File: src/rtl/fetch_decode_stage.sv
// Instruction fetch stage with IF/ID pipeline register and immediate pre-decode.
// Keeps one imem request in flight; a hold buffer parks a word that arrives while decode is stalled.
module fetch_decode_stage #(
    parameter logic [31:0] RESET_PC = 32'h0000_0000
) (
    input  logic        clk,
    input  logic        rst,
    output logic        imem_req_valid,
    input  logic        imem_req_ready,
    output logic [31:0] imem_req_addr,
    input  logic        imem_rsp_valid,
    input  logic [31:0] imem_rsp_data,
    input  logic        stall,
    input  logic        redirect_valid,
    input  logic [31:0] redirect_pc,
    output logic        id_valid,
    output logic [31:0] id_pc,
    output logic [31:0] id_instr,
    output logic [2:0]  id_imm_fmt,
    output logic [20:0] id_imm
);

    typedef enum logic [1:0] {S_REQ, S_WAIT, S_HOLD} state_t;

    state_t      state, state_next;
    logic [31:0] pc, pc_next;
    logic        discard, discard_next;
    logic [31:0] hold_pc, hold_pc_next;
    logic [31:0] hold_instr, hold_instr_next;
    logic        id_valid_next;
    logic [31:0] id_pc_next, id_instr_next;
    logic [2:0]  id_imm_fmt_next;
    logic [20:0] id_imm_next;
    logic        load_id;
    logic [31:0] load_pc, load_instr;

    // Returns {fmt, raw immediate}; the immediate generator does the sign extension and shift.
    function automatic logic [23:0] predecode(input logic [31:0] instr);
        logic [23:0] result;
        result = 24'h0;
        case (instr[6:0])
            7'b0000011, 7'b0010011, 7'b1100111:
                result = {3'b001, 9'b0, instr[31:20]};
            7'b0100011:
                result = {3'b001, 9'b0, instr[31:25], instr[11:7]};
            7'b1100011:
                result = {3'b011, 9'b0, instr[31], instr[7], instr[30:25], instr[11:8]};
            7'b0110111, 7'b0010111:
                result = {3'b100, 1'b0, instr[31:12]};
            default:
                result = 24'h0;
        endcase
        return result;
    endfunction

    always_ff @(posedge clk) begin
        if (rst) begin
            state      <= S_REQ;
            pc         <= RESET_PC;
            discard    <= 1'b0;
            hold_pc    <= 32'h0;
            hold_instr <= 32'h0;
            id_valid   <= 1'b0;
            id_pc      <= 32'h0;
            id_instr   <= 32'h0;
            id_imm_fmt <= 3'b000;
            id_imm     <= 21'h0;
        end else begin
            state      <= state_next;
            pc         <= pc_next;
            discard    <= discard_next;
            hold_pc    <= hold_pc_next;
            hold_instr <= hold_instr_next;
            id_valid   <= id_valid_next;
            id_pc      <= id_pc_next;
            id_instr   <= id_instr_next;
            id_imm_fmt <= id_imm_fmt_next;
            id_imm     <= id_imm_next;
        end
    end

    // Redirect overrides everything; a request already accepted must have its word discarded later.
    always_comb begin
        state_next      = state;
        pc_next         = pc;
        discard_next    = discard;
        hold_pc_next    = hold_pc;
        hold_instr_next = hold_instr;
        id_valid_next   = id_valid & stall;
        id_pc_next      = id_pc;
        id_instr_next   = id_instr;
        id_imm_fmt_next = id_imm_fmt;
        id_imm_next     = id_imm;
        load_id         = 1'b0;
        load_pc         = pc;
        load_instr      = imem_rsp_data;

        if (redirect_valid) begin
            pc_next       = redirect_pc & ~32'h3;
            id_valid_next = 1'b0;
            if ((state == S_REQ && imem_req_ready) || (state == S_WAIT && !imem_rsp_valid)) begin
                discard_next = 1'b1;
                state_next   = S_WAIT;
            end else begin
                discard_next = 1'b0;
                state_next   = S_REQ;
            end
        end else begin
            case (state)
                S_REQ: begin
                    if (imem_req_ready)
                        state_next = S_WAIT;
                end
                S_WAIT: begin
                    if (imem_rsp_valid) begin
                        if (discard) begin
                            discard_next = 1'b0;
                            state_next   = S_REQ;
                        end else if (!id_valid || !stall) begin
                            load_id    = 1'b1;
                            pc_next    = pc + 32'd4;
                            state_next = S_REQ;
                        end else begin
                            hold_pc_next    = pc;
                            hold_instr_next = imem_rsp_data;
                            pc_next         = pc + 32'd4;
                            state_next      = S_HOLD;
                        end
                    end
                end
                S_HOLD: begin
                    if (!stall) begin
                        load_id    = 1'b1;
                        load_pc    = hold_pc;
                        load_instr = hold_instr;
                        state_next = S_REQ;
                    end
                end
                default: state_next = S_REQ;
            endcase
        end

        if (load_id) begin
            id_valid_next = 1'b1;
            id_pc_next    = load_pc;
            id_instr_next = load_instr;
            {id_imm_fmt_next, id_imm_next} = predecode(load_instr);
        end
    end

    always_comb begin
        imem_req_valid = (state == S_REQ) && !rst;
        imem_req_addr  = pc;
    end

endmodule

File: config.mk
export PLATFORM = sky130hd
export DESIGN_NAME = fetch_decode_stage
export DESIGN_NICKNAME = d
export VERILOG_FILES = /design/src/rtl/fetch_decode_stage.sv
export SDC_FILE = /design/constraint.sdc
export NUM_CORES = 1
export LEC_CHECK = 0
export ABC_CLOCK_PERIOD_IN_PS = 2400
export CAP_MARGIN = 20
export CORE_MARGIN = 8
export CORE_UTILIZATION = 35
export DETAILED_ROUTE_END_ITERATION = 12
export PLACE_DENSITY = 0.64
export REMOVE_ABC_BUFFERS = 1
export SYNTH_ARGS = -nofsm -noshare
export SYNTH_HDL_FRONTEND = slang
export SYNTH_SLANG_ARGS = --single-unit
File: constraint.sdc
create_clock -name clk -period 2.4 [get_ports clk]
set_input_delay 0.36 -clock clk [delete_from_list [all_inputs] [get_ports clk]]
set_output_delay 0.36 -clock clk [all_outputs]
set_load 0.005 [all_outputs]
==> results of run 1 <==
## registers in the layout, indices dropped and copies added (netlist names)
register,flops
id_pc,30
state,2
imem_req_addr,30
id_imm,20
hold_instr,32
hold_pc,30
id_imm_fmt,3
id_instr,32
discard,1
id_valid,1
## worst max-delay path: stages (launching register included)
cell,delay [ns]
sky130_fd_sc_hd__dfxtp_1,0.37
sky130_fd_sc_hd__inv_1,0.07
sky130_fd_sc_hd__ha_1,0.24
sky130_fd_sc_hd__or3b_4,0.37
sky130_fd_sc_hd__nand3_1,0.13
sky130_fd_sc_hd__or3b_1,0.40
sky130_fd_sc_hd__a211o_2,0.42
sky130_fd_sc_hd__o21ai_0,0.19
## kinds of logic after synthesis
family | synth area share, %
buffers and inverters | 5.69
xor gates and xnor gates | 2.61
AOI/OAI and AO/OA | 17.8
adders and majority gates | 0.597
muxes | 1.72
and+or+nand+nor | 28.3
DFF | 43.2
other | 0.0448
## stage by stage
step | setup slack, ns | cells | power [mW]
after floorplan | -1.74 | 991 | 3.43
after global routing | 0.00664 | 1584 | 7.10
after CTS | 0.0581 | 1584 | 6.90
after global placement | -0.0629 | 1553 | 3.87
final | 0.129 | 1584 | 6.84
after detailed placement | -0.0895 | 1553 | 3.88
## cells in the final DEF (no fill, tap or decap), drive strengths merged, types with 5 or more instances in the layout
| cell | netlist | layout |
|---|---|---|
| nor4 | 8 | 8 |
| nor3 | 26 | 26 |
| o21ai | 29 | 29 |
| xnor2 | 24 | 24 |
| a211oi | 21 | 21 |
| conb | 1 | 5 |
| mux2i | 14 | 14 |
| clkbuf | 55 | 18 |
| clkdlybuf4s50 | 0 | 183 |
| dfxtp | 181 | 181 |
| nor2b | 7 | 7 |
| nand3b | 5 | 5 |
| a311oi | 46 | 46 |
| nand2b | 7 | 7 |
| inv | 9 | 13 |
| buf | 39 | 60 |
| nand3 | 21 | 21 |
| a222oi | 9 | 9 |
| a21oi | 100 | 100 |
| nand4 | 8 | 8 |
| nand2 | 327 | 327 |
| nor2 | 89 | 89 |
## per-layer routing
metal	share of wire [%]	GRT usage (%)	routed length, µm	vias to the layer above
met4	1.4	5.07	381	0
li1	-	-	-	4058
met2	44	28.8	11900	262
met1	46	23.6	12300	3747
met5	0	0	0	-
met3	8.0	5.25	2160	30
## final timing paths
kind | startpoint | to
worst max-delay path | state[0] | id_imm[0]
worst max register to register | state[0] | id_imm[0]
worst min register to register | id_imm[16] | id_imm[16]
worst min-delay path | rst | imem_req_addr[4]
## power by group through the flow
stage	Sequential, mW	Clock [mW]	Combinational, mW
final	3.15	3.03	0.662
after global routing	3.16	3.21	0.726
after CTS	3.15	3.09	0.667
after detailed placement	3.22	0	0.663
after global placement	3.22	0	0.659
after floorplan	3.21	0	0.226
## area by class of cell
class	count	area [µm²]	share of cell area, %
tap	319	399	3.50
clock inverter	13	194	1.70
multi-input combinational	800	4320	37.8
inverter	10	37.5	0.329
clock buffer	18	429	3.76
sequential	181	3620	31.8
timing repair buffer	243	2410	21.1
## timing repair
action / CTS / global route
endpoints found under the setup margin: 0 / 6
buffers inserted: 0 / 0
resized for setup: 0 / 1
hold buffers: 0 / 0
==> run summary, run 1 <==
• **outcome** completed
• **number of port buffers** 184
• **leakage component of the power** 3.82 nW
• **initial DRC count** 581
• **fraction of final layout cells sized beyond drive strength 1** 8.93%
• **Max Fanout on Critical Path** 11
• **clock share of power** 44.3%
• **Setup crit end kind** flip-flop
• **Longest Clk Path Bufs** 2
• **CTS Root Buffer Type** sky130_fd_sc_hd__clkbuf_16
• **cell types occupying the most area after synthesis** sky130_fd_sc_hd__dfxtp_1 43%, sky130_fd_sc_hd__nand2_1 15%, sky130_fd_sc_hd__a21oi_1 6.0%
• **Fin Hold WS** 0.306 ns
• **maximum number of pins on one net before global-route repair** 73
• **part of the cycle the worst path needs** 94.6%
• **number of nets in the layout** 1,327
• **peak supply drop** 0.413 mV
• **Cell Area, Synth** 8380 µm²
• **fraction of registers with async set or reset after synthesis** 0%
• **Crit path required time** 2.76 ns
• **cell internal power dissipation** 5.17 mW
• **post-synthesis area per instance** 7.75 µm²
• **endpoints failing hold** 0
• **CP Launch Type** flip-flop
• **Die Y** 171 µm
• **Final HPWL DP** 18.8 mm
• **per-cell via count in the routed design** 5.11
• **relative max-transition margin** 52.7%
• **sequential share of power** 46.0%
• **drt wl/cell** 16.9 µm
• **instance area after placement** 10,800 µm²
• **count of distinct cell types in the synthesized netlist** 65
• **FMAX** 440 MHz
• **Worst Hold Depth** 2
• **Total Neg Setup Slack** 0 ns
• **MaxCap Viol Count** 0
• **sw power** 1.66 mW
• **horizontal extent of the die** 171 µm
• **slack of the worst reg-to-reg path** 0.13 ns
• **Min-Delay Path Class** in -> reg
• **Worst Path Class, Setup** reg -> reg
• **Post-Layout Inst Area** 11,400 µm²
• **cts bufs inserted** 17
• **antenna fix cells** 0
• **number of sinks handled by clock tree synthesis** 181
• **final slew viol count** 0
• **I/O pin cnt** 192
• **TritonCTS clock tree** yes
• **number of levels in the clock H-tree** 4
• **GRT Residual Overflow** 0
• **Synth Warn #** 0
• **total wire length after detailed routing** 26.8 mm
• **via count of the first global-routing pass** 7,825
• **top post-synthesis cells by count** 327 x sky130_fd_sc_hd__nand2_1, 181 x sky130_fd_sc_hd__dfxtp_1, 100 x sky130_fd_sc_hd__a21oi_1
• **initial antenna violation count** 0
• **top_reg_cell synth** sky130_fd_sc_hd__dfxtp_1
• **die area** 29,100 µm²
• **fin util** 48.6%
• **depth of the worst register-to-register path** 7
• **sequential cell area fraction in the yosys report** 43.2%
• **ratio of total power to cell area** 599 nW/µm²
• **Filler Cells Inserted** 2,392
• **register clock-pin slew on the reported worst setup and hold paths** 0.08 ns
• **Mapped Cells** 1,081
• **number of endpoints failing setup at the final stage** 0
• **count of flip-flops with a built-in enable after synthesis** 0
• **cell type with the largest total area after synthesis** sky130_fd_sc_hd__dfxtp_1
• **top-area cell type share of the netlist area** 43.2%
• **worst-margin pin slew** 0.702 ns
• **RSZ-0062 raised after global routing** no
• **Worst-Skew Late Latency** 0.44 ns
• **post-route minimum period** 2.27 ns
• **most frequent cell after synthesis** sky130_fd_sc_hd__nand2_1
• **Synth-to-Final Area Change** 36.2%
• **number of placement rows** 56
• **Worst Skew** 0.0127 ns
• **switching power share of the total** 24.3%
• **number of DRC violations after detailed routing** 0
• **iteration count of the initial detailed-routing pass** 5
• **total via count in the routed design** 8,097
• **arrival time worst endpoint** 2.63 ns
• **DRT antenna net count** 0
• **overall routing resource usage** 18.1%
• **part of the power in combinational logic** 9.7%
• **starting density of the core** 35.7%
• **global-route wire length before repair** 42.2 mm
• **flops & latches, synth** 181
• **final estimated routing congestion in global placement** 0.919
• **Floorplan Core Area** 23,500 µm²
Power figures use the tool's default switching activity.
==> run 2: changes to the inputs <==
--- a/config.mk
+++ b/config.mk
@@ -5,12 +5,11 @@
 export SDC_FILE = /design/constraint.sdc
 export NUM_CORES = 1
 export LEC_CHECK = 0
-export ABC_CLOCK_PERIOD_IN_PS = 2400
 export CAP_MARGIN = 20
 export CORE_MARGIN = 8
-export CORE_UTILIZATION = 35
+export CORE_UTILIZATION = 51
 export DETAILED_ROUTE_END_ITERATION = 12
-export PLACE_DENSITY = 0.64
+export PLACE_DENSITY = 0.86
 export REMOVE_ABC_BUFFERS = 1
 export SYNTH_ARGS = -nofsm -noshare
 export SYNTH_HDL_FRONTEND = slang
==> run 2 against run 1 <==
Against the previous run: cell count shrank 6.2%; power shrank 3.6%; worst hold slack worse by 0.085 ns; clock-buffer cell count unchanged; first-iteration DRC count up 17%; via count up 2.9%; flip-flop and latch count unchanged; largest cell class unchanged.
==> run summary, run 2 (synthesis results as in run 1) <==
• **outcome** completed
• **part of the cycle the worst path needs** 95.7%, +1.1 points
• **clock share of power** 42.0%, -2.3 points
• **Die Y** 144 µm, -16%
• **global-route wire length before repair** 40.4 mm, -4.1%
• **depth of the worst register-to-register path** 7, unchanged
• **DRT antenna net count** 0, unchanged
• **per-cell via count in the routed design** 5.61, +9.7%
• **starting density of the core** 51.2%, +16 points
• **top library cells by usage in the layout, fill and taps aside** 327 x sky130_fd_sc_hd__nand2_1, 183 x sky130_fd_sc_hd__clkdlybuf4s50_1, 181 x sky130_fd_sc_hd__dfxtp_1, 100 x sky130_fd_sc_hd__a21oi_1, 88 x sky130_fd_sc_hd__nor2_1
• **Post-Layout Inst Area** 11,300 µm², -1.4%
• **total wire length after detailed routing** 25.7 mm, -4.1%
• **iteration count of the initial detailed-routing pass** 5, unchanged
• **peak supply drop** 0.535 mV, +30%
• **Worst Skew** 0.0122 ns, -0.000447 ns
• **global-route met2 utilization** 40.1%, +11 points
• **sw power** 1.67 mW, +0.64%
• **Stages on worst setup path** 7, unchanged
• **Floorplan Core Area** 16,300 µm², -30%
• **instance area after placement** 10,700 µm², -1.2%
• **FMAX** 435 MHz, -1.1%
• **final slew viol count** 0, unchanged
• **Synth-to-Final Area Change** 34.3%
• **critical path buffer and inverter count** 1, unchanged
• **register clock-pin slew on the reported worst setup and hold paths** 0.07 ns, about the same
• **Worst Path Class, Setup** reg -> reg
• **number of endpoints failing setup at the final stage** 0, unchanged
• **TritonCTS clock tree** yes
• **cell family with most CP delay** simple AND/OR/NAND/NOR gates
• **number of nets in the layout** 1,327, unchanged
• **die area** 20,800 µm², -29%
• **Min-Delay Path Class** in -> reg
• **Worst-Skew Late Latency** 0.44 ns, about the same
• **Final HPWL DP** 17.8 mm, -5.4%
• **fraction of final layout cells sized beyond drive strength 1** 9.16%, +0.23 points
• **Crit path largest cell delay** 0.42 ns, about the same
• **MaxCap Viol Count** 0, unchanged
• **total via count in the routed design** 8,331, +2.9%
• **post-layout power** 6.59 mW, -3.6%
• **final estimated routing congestion in global placement** 0.886, -3.6%
• **most used routing layer in global routing** met2
• **CP Launch Type** flip-flop
• **via count of the first global-routing pass** 7,802, -0.29%
• **antenna fix cells** 0, unchanged
• **Worst Hold Depth** 2, unchanged
• **cell internal power dissipation** 4.92 mW, -5.0%
• **hold bufs inserted after CTS** 0, unchanged
• **number of placement rows** 47, -16%
• **overall routing resource usage** 24.5%, +6.3 points
• **maximum number of pins on one net before global-route repair** 70, -4.1%
• **ratio of total power to cell area** 585 nW/µm², -2.3%
• **Longest Clk Path Bufs** 2, unchanged
• **most frequent standard cell in the layout excluding fill and tap cells** sky130_fd_sc_hd__nand2_1
• **number of DRC violations after detailed routing** 0, unchanged
• **I/O pin cnt** 192, unchanged
• **Crit path required time** 2.76 ns, about the same
• **leakage component of the power** 3.80 nW, -0.39%
• **arrival time worst endpoint** 2.66 ns, +0.03 ns
• **GRT Residual Overflow** 0, unchanged
• **part of the power in combinational logic** 10.3%, +0.6 points
• **RSZ-0062 raised after global routing** no
• **drt wl/cell** 17.3 µm, +2.2%
• **endpoints failing hold** 0, unchanged
• **GR Util met3** 5.68%, +0.42 points
• **worst-margin pin slew** 0.784 ns, +0.0816 ns
• **Max Fanout on Critical Path** 15, +4
• **number of sinks handled by clock tree synthesis** 181, unchanged
• **cell-by-cell listing of the critical path** inv_1 -> ha_1 -> or3b_4 -> nand3_1 -> or3b_1 -> a211o_4 -> o21ai_0
• **CTS Root Buffer Type** sky130_fd_sc_hd__clkbuf_16
• **initial DRC count** 680, +17%
• **Regs by FF count** hold_instr: 32 flops, id_instr: 32 flops
• **relative max-transition margin** 47.7%, -5.0 points
• **met1 layer usage reported by global route** 31.2%, +7.7 points
• **Setup crit end kind** flip-flop
• **number of port buffers** 184, unchanged
• **sequential share of power** 47.7%, +1.7 points
• **number of levels in the clock H-tree** 4, unchanged
• **initial antenna violation count** 0, unchanged
• **switching power share of the total** 25.4%, +1.1 points
• **standard cell with the maximum stage delay on the critical path** sky130_fd_sc_hd__or3b_1
• **post-route minimum period** 2.30 ns, +0.0260 ns
• **horizontal extent of the die** 144 µm, -16%
• **cts bufs inserted** 17, unchanged
run 2: path summary, 6_finish.rpt:
check                               start         end  slack (ns)
worst min register to register  id_imm[1]   id_imm[1]        0.45
worst max register to register   state[0]   id_imm[0]        0.10
worst max-delay path             state[0]   id_imm[0]        0.10
worst min-delay path                  rst  hold_pc[3]        0.22
run 2: cell type report:
| type | count | area [µm²] |
|---|---|---|
| well taps | 220 | 275 |
| fillers | 1384 | 5090 |
| clock inverters | 14 | 139 |
| repair buffers | 242 | 2400 |
| flip-flops and latches | 181 | 3620 |
| multi-input cells | 801 | 4340 |
| clock buffers | 18 | 439 |
| inverters | 10 | 37.5 |
run 2: stage by stage:
| step | instances | TNS, ns | utilization, % | hold WS [ns] | setup slack, ns |
|---|---|---|---|---|---|
| global placement | 1453 | -0.181 | 65.2 | 0.439 | -0.0382 |
| global route | 1486 | 0 | 68.8 | 0.226 | 0.00881 |
| finish | 1486 | 0 | 68.8 | 0.221 | 0.103 |
| floorplan | 991 | -167.57 | - | 0.425 | -1.74 |
| CTS | 1485 | 0 | 68.7 | 0.204 | 0.0453 |
| detailed placement | 1453 | -2.22 | 65.2 | 0.437 | -0.108 |
run 2: repair_timing:
action	in CTS	in global routing
buffers inserted	0	0
gates resized for setup	0	3
endpoints found under the setup margin	0	22
run 2: power groups by stage:
| stage | Sequential (mW) | Combinational, mW | Clock, mW |
|---|---|---|---|
| 4_1_cts | 3.14 | 0.675 | 2.80 |
| 3_5_place_dp | 3.21 | 0.667 | 0 |
| 6_report | 3.14 | 0.679 | 2.77 |
| 2_1_floorplan | 3.21 | 0.226 | 0 |
| 5_1_grt | 3.15 | 0.735 | 2.93 |
| 3_3_place_gp | 3.20 | 0.659 | 0 |
run 2: metal layers:
| metal | routed length (µm) | vias up |
|---|---|---|
| met5 | 0 | - |
| met4 | 392 | 0 |
| met3 | 2170 | 33 |
| met2 | 11800 | 365 |
| met1 | 11300 | 3879 |
| li1 | - | 4054 |
==> variant, RTL diff (config.mk and constraints of run 2) <==
Take the reset off `hold_instr` and load it in a clocked block of its own.
--- a/src/rtl/fetch_decode_stage.sv
+++ b/src/rtl/fetch_decode_stage.sv
@@ -59,7 +59,6 @@
             pc         <= RESET_PC;
             discard    <= 1'b0;
             hold_pc    <= 32'h0;
-            hold_instr <= 32'h0;
             id_valid   <= 1'b0;
             id_pc      <= 32'h0;
             id_instr   <= 32'h0;
@@ -70,13 +69,16 @@
             pc         <= pc_next;
             discard    <= discard_next;
             hold_pc    <= hold_pc_next;
-            hold_instr <= hold_instr_next;
             id_valid   <= id_valid_next;
             id_pc      <= id_pc_next;
             id_instr   <= id_instr_next;
             id_imm_fmt <= id_imm_fmt_next;
             id_imm     <= id_imm_next;
         end
+    end
+
+    always_ff @(posedge clk) begin
+        hold_instr <= hold_instr_next;
     end
 
     // Redirect overrides everything; a request already accepted must have its word discarded later.
Function: no difference found for any inputs over 4 cycles, from zero or initial values and one cycle with rst high; that may be too few to reach the edited logic, so the function may still have changed.
==> variant against run 2 <==
  * Cell count fell by 6.4%
  * Setup slack got worse by 0.060 ns
  * Largest cell class is now sequential cells
  * Combinational power barely moved
  * Final area fell by 1.3%
  * Sequential cell count did not move
  * Wire length fell by 2.7%
  * Synthesized area fell by 3.0%
  * Highest routed layer unchanged
  * Critical path depth rose by 1
  * Largest power group unchanged
  * Die area fell by 2.7%
  * Power barely moved
  * Global-route usage fell by 0.14 points
==> variant: results (changes against run 2) <==
[timing]
worst_slew_pin_slew_ns=0.926  ; +0.142 ns

[cells_and_area]
clockNetworkAreaShare_pct=5.16  ; +0.025 points
multi_input_area_share_pct=34.5  ; -4.0 points
nClkBuffers=21  ; +3
inv_count=13  ; +3
multi_input_comb_cells=701  ; -12%
seqCellArea_um2=3940  ; +8.8%
buffers=248  ; +2.5%
final_net_count=1236  ; -6.9%
drive_gt1_share_pct=9.45  ; +0.28 points

[critical_path]
max_stage_delay_ns=0.71  ; +0.29 ns
r2r_cells=8  ; +1
crit_start=state[1]$_SDFFE_PP0P_
critPathArrivalTime_ns=2.71  ; +0.05 ns

[run_status]
status=finished, final reports clean

[place]
dpl.hpwl_mm=17.6  ; -1.1%

[synthesis]
yosysSeqAreaShare_pct=48.5  ; +5.3 points
synthAdderAreaFrac_pct=0.616  ; +0.018 points
ys_top_cells_by_count=240 x nand2_1, 149 x dfxtp_1, 113 x nor2_1

[detailed_routing]
routed_wl_mm=25.0  ; -2.7%
first_pass_iters=7  ; +2

[worst_hold_path]
hold_path_end=id_imm[15]$_SDFFE_PP0P_

[global_routing]
grt_pass1_wl_mm=39.2  ; -3.2%
grtUsageTotal_pct=24.3  ; -0.14 points

[pwr]
p_leak_nw=3.88  ; +2.1%

[variant: cell types whose count changed after synthesis, sizes merged, moves of 12 or more]
cell / before / now
nand2: 327 / 240
a21oi: 100 / 53
dfxtp: 181 / 149
edfxtp: 0 / 32
nor2: 89 / 113
buf: 39 / 22
o21ai: 29 / 16
xor2: 1 / 13
[variant: through the flow]
stage	cells	worst slack [ns]	setup TNS (ns)	area, um2
after floorplan	895	-1.69	-147.81	7800
after global placement	1359	-0.0753	-0.826	10500
after detailed placement	1359	-0.137	-1.78	10500
after CTS	1391	0.0742	0	11100
after global routing	1391	-0.115	-2.59	11100
final	1391	0.0438	0	11100
[variant: repair_timing]
action	CTS	global route
resized for setup	0	0
setup endpoints to repair	0	48
hold endpoints to repair	0	0
[variant: power by group through the flow]
stage / Clock, W / Combinational, W / Sequential (W)
final: 0.00269 / 0.000677 / 0.00322
after global routing: 0.00283 / 0.000738 / 0.00323
after CTS: 0.00271 / 0.000676 / 0.00322
after detailed placement: 0 / 0.000668 / 0.00329
after global placement: 0 / 0.000657 / 0.00329
after floorplan: 0 / 0.000232 / 0.00329
[variant: worst min-delay path, cell delays in order, from the launching register on]
cell	delay, ns
dfxtp_1	0.31
nand2_1	0.05
a21oi_1	0.05
[variant: logic make-up (layout without fill, tap and decap cells)]
| group | count (synthesis) | in the layout |
|---|---|---|
| XOR/XNOR | 28 | 28 |
| flip-flops | 181 | 181 |
| adder cells (fa/ha/maj) | 4 | 4 |
| multiplexers | 18 | 18 |
| buffers and inverters | 94 | 293 |
| AND/OR/NAND/NOR | 465 | 465 |
| other | 1 | 5 |
| AO/OA/AOI/OAI | 181 | 181 |
[variant: layer usage]
metal	routed length, um	part of all wire, %	GRT usage [%]
met1	10200	41	29.5
met2	11900	48	40.6
met3	2520	10	7.15
met4	347	1.4	7.69
met5	0	0	0
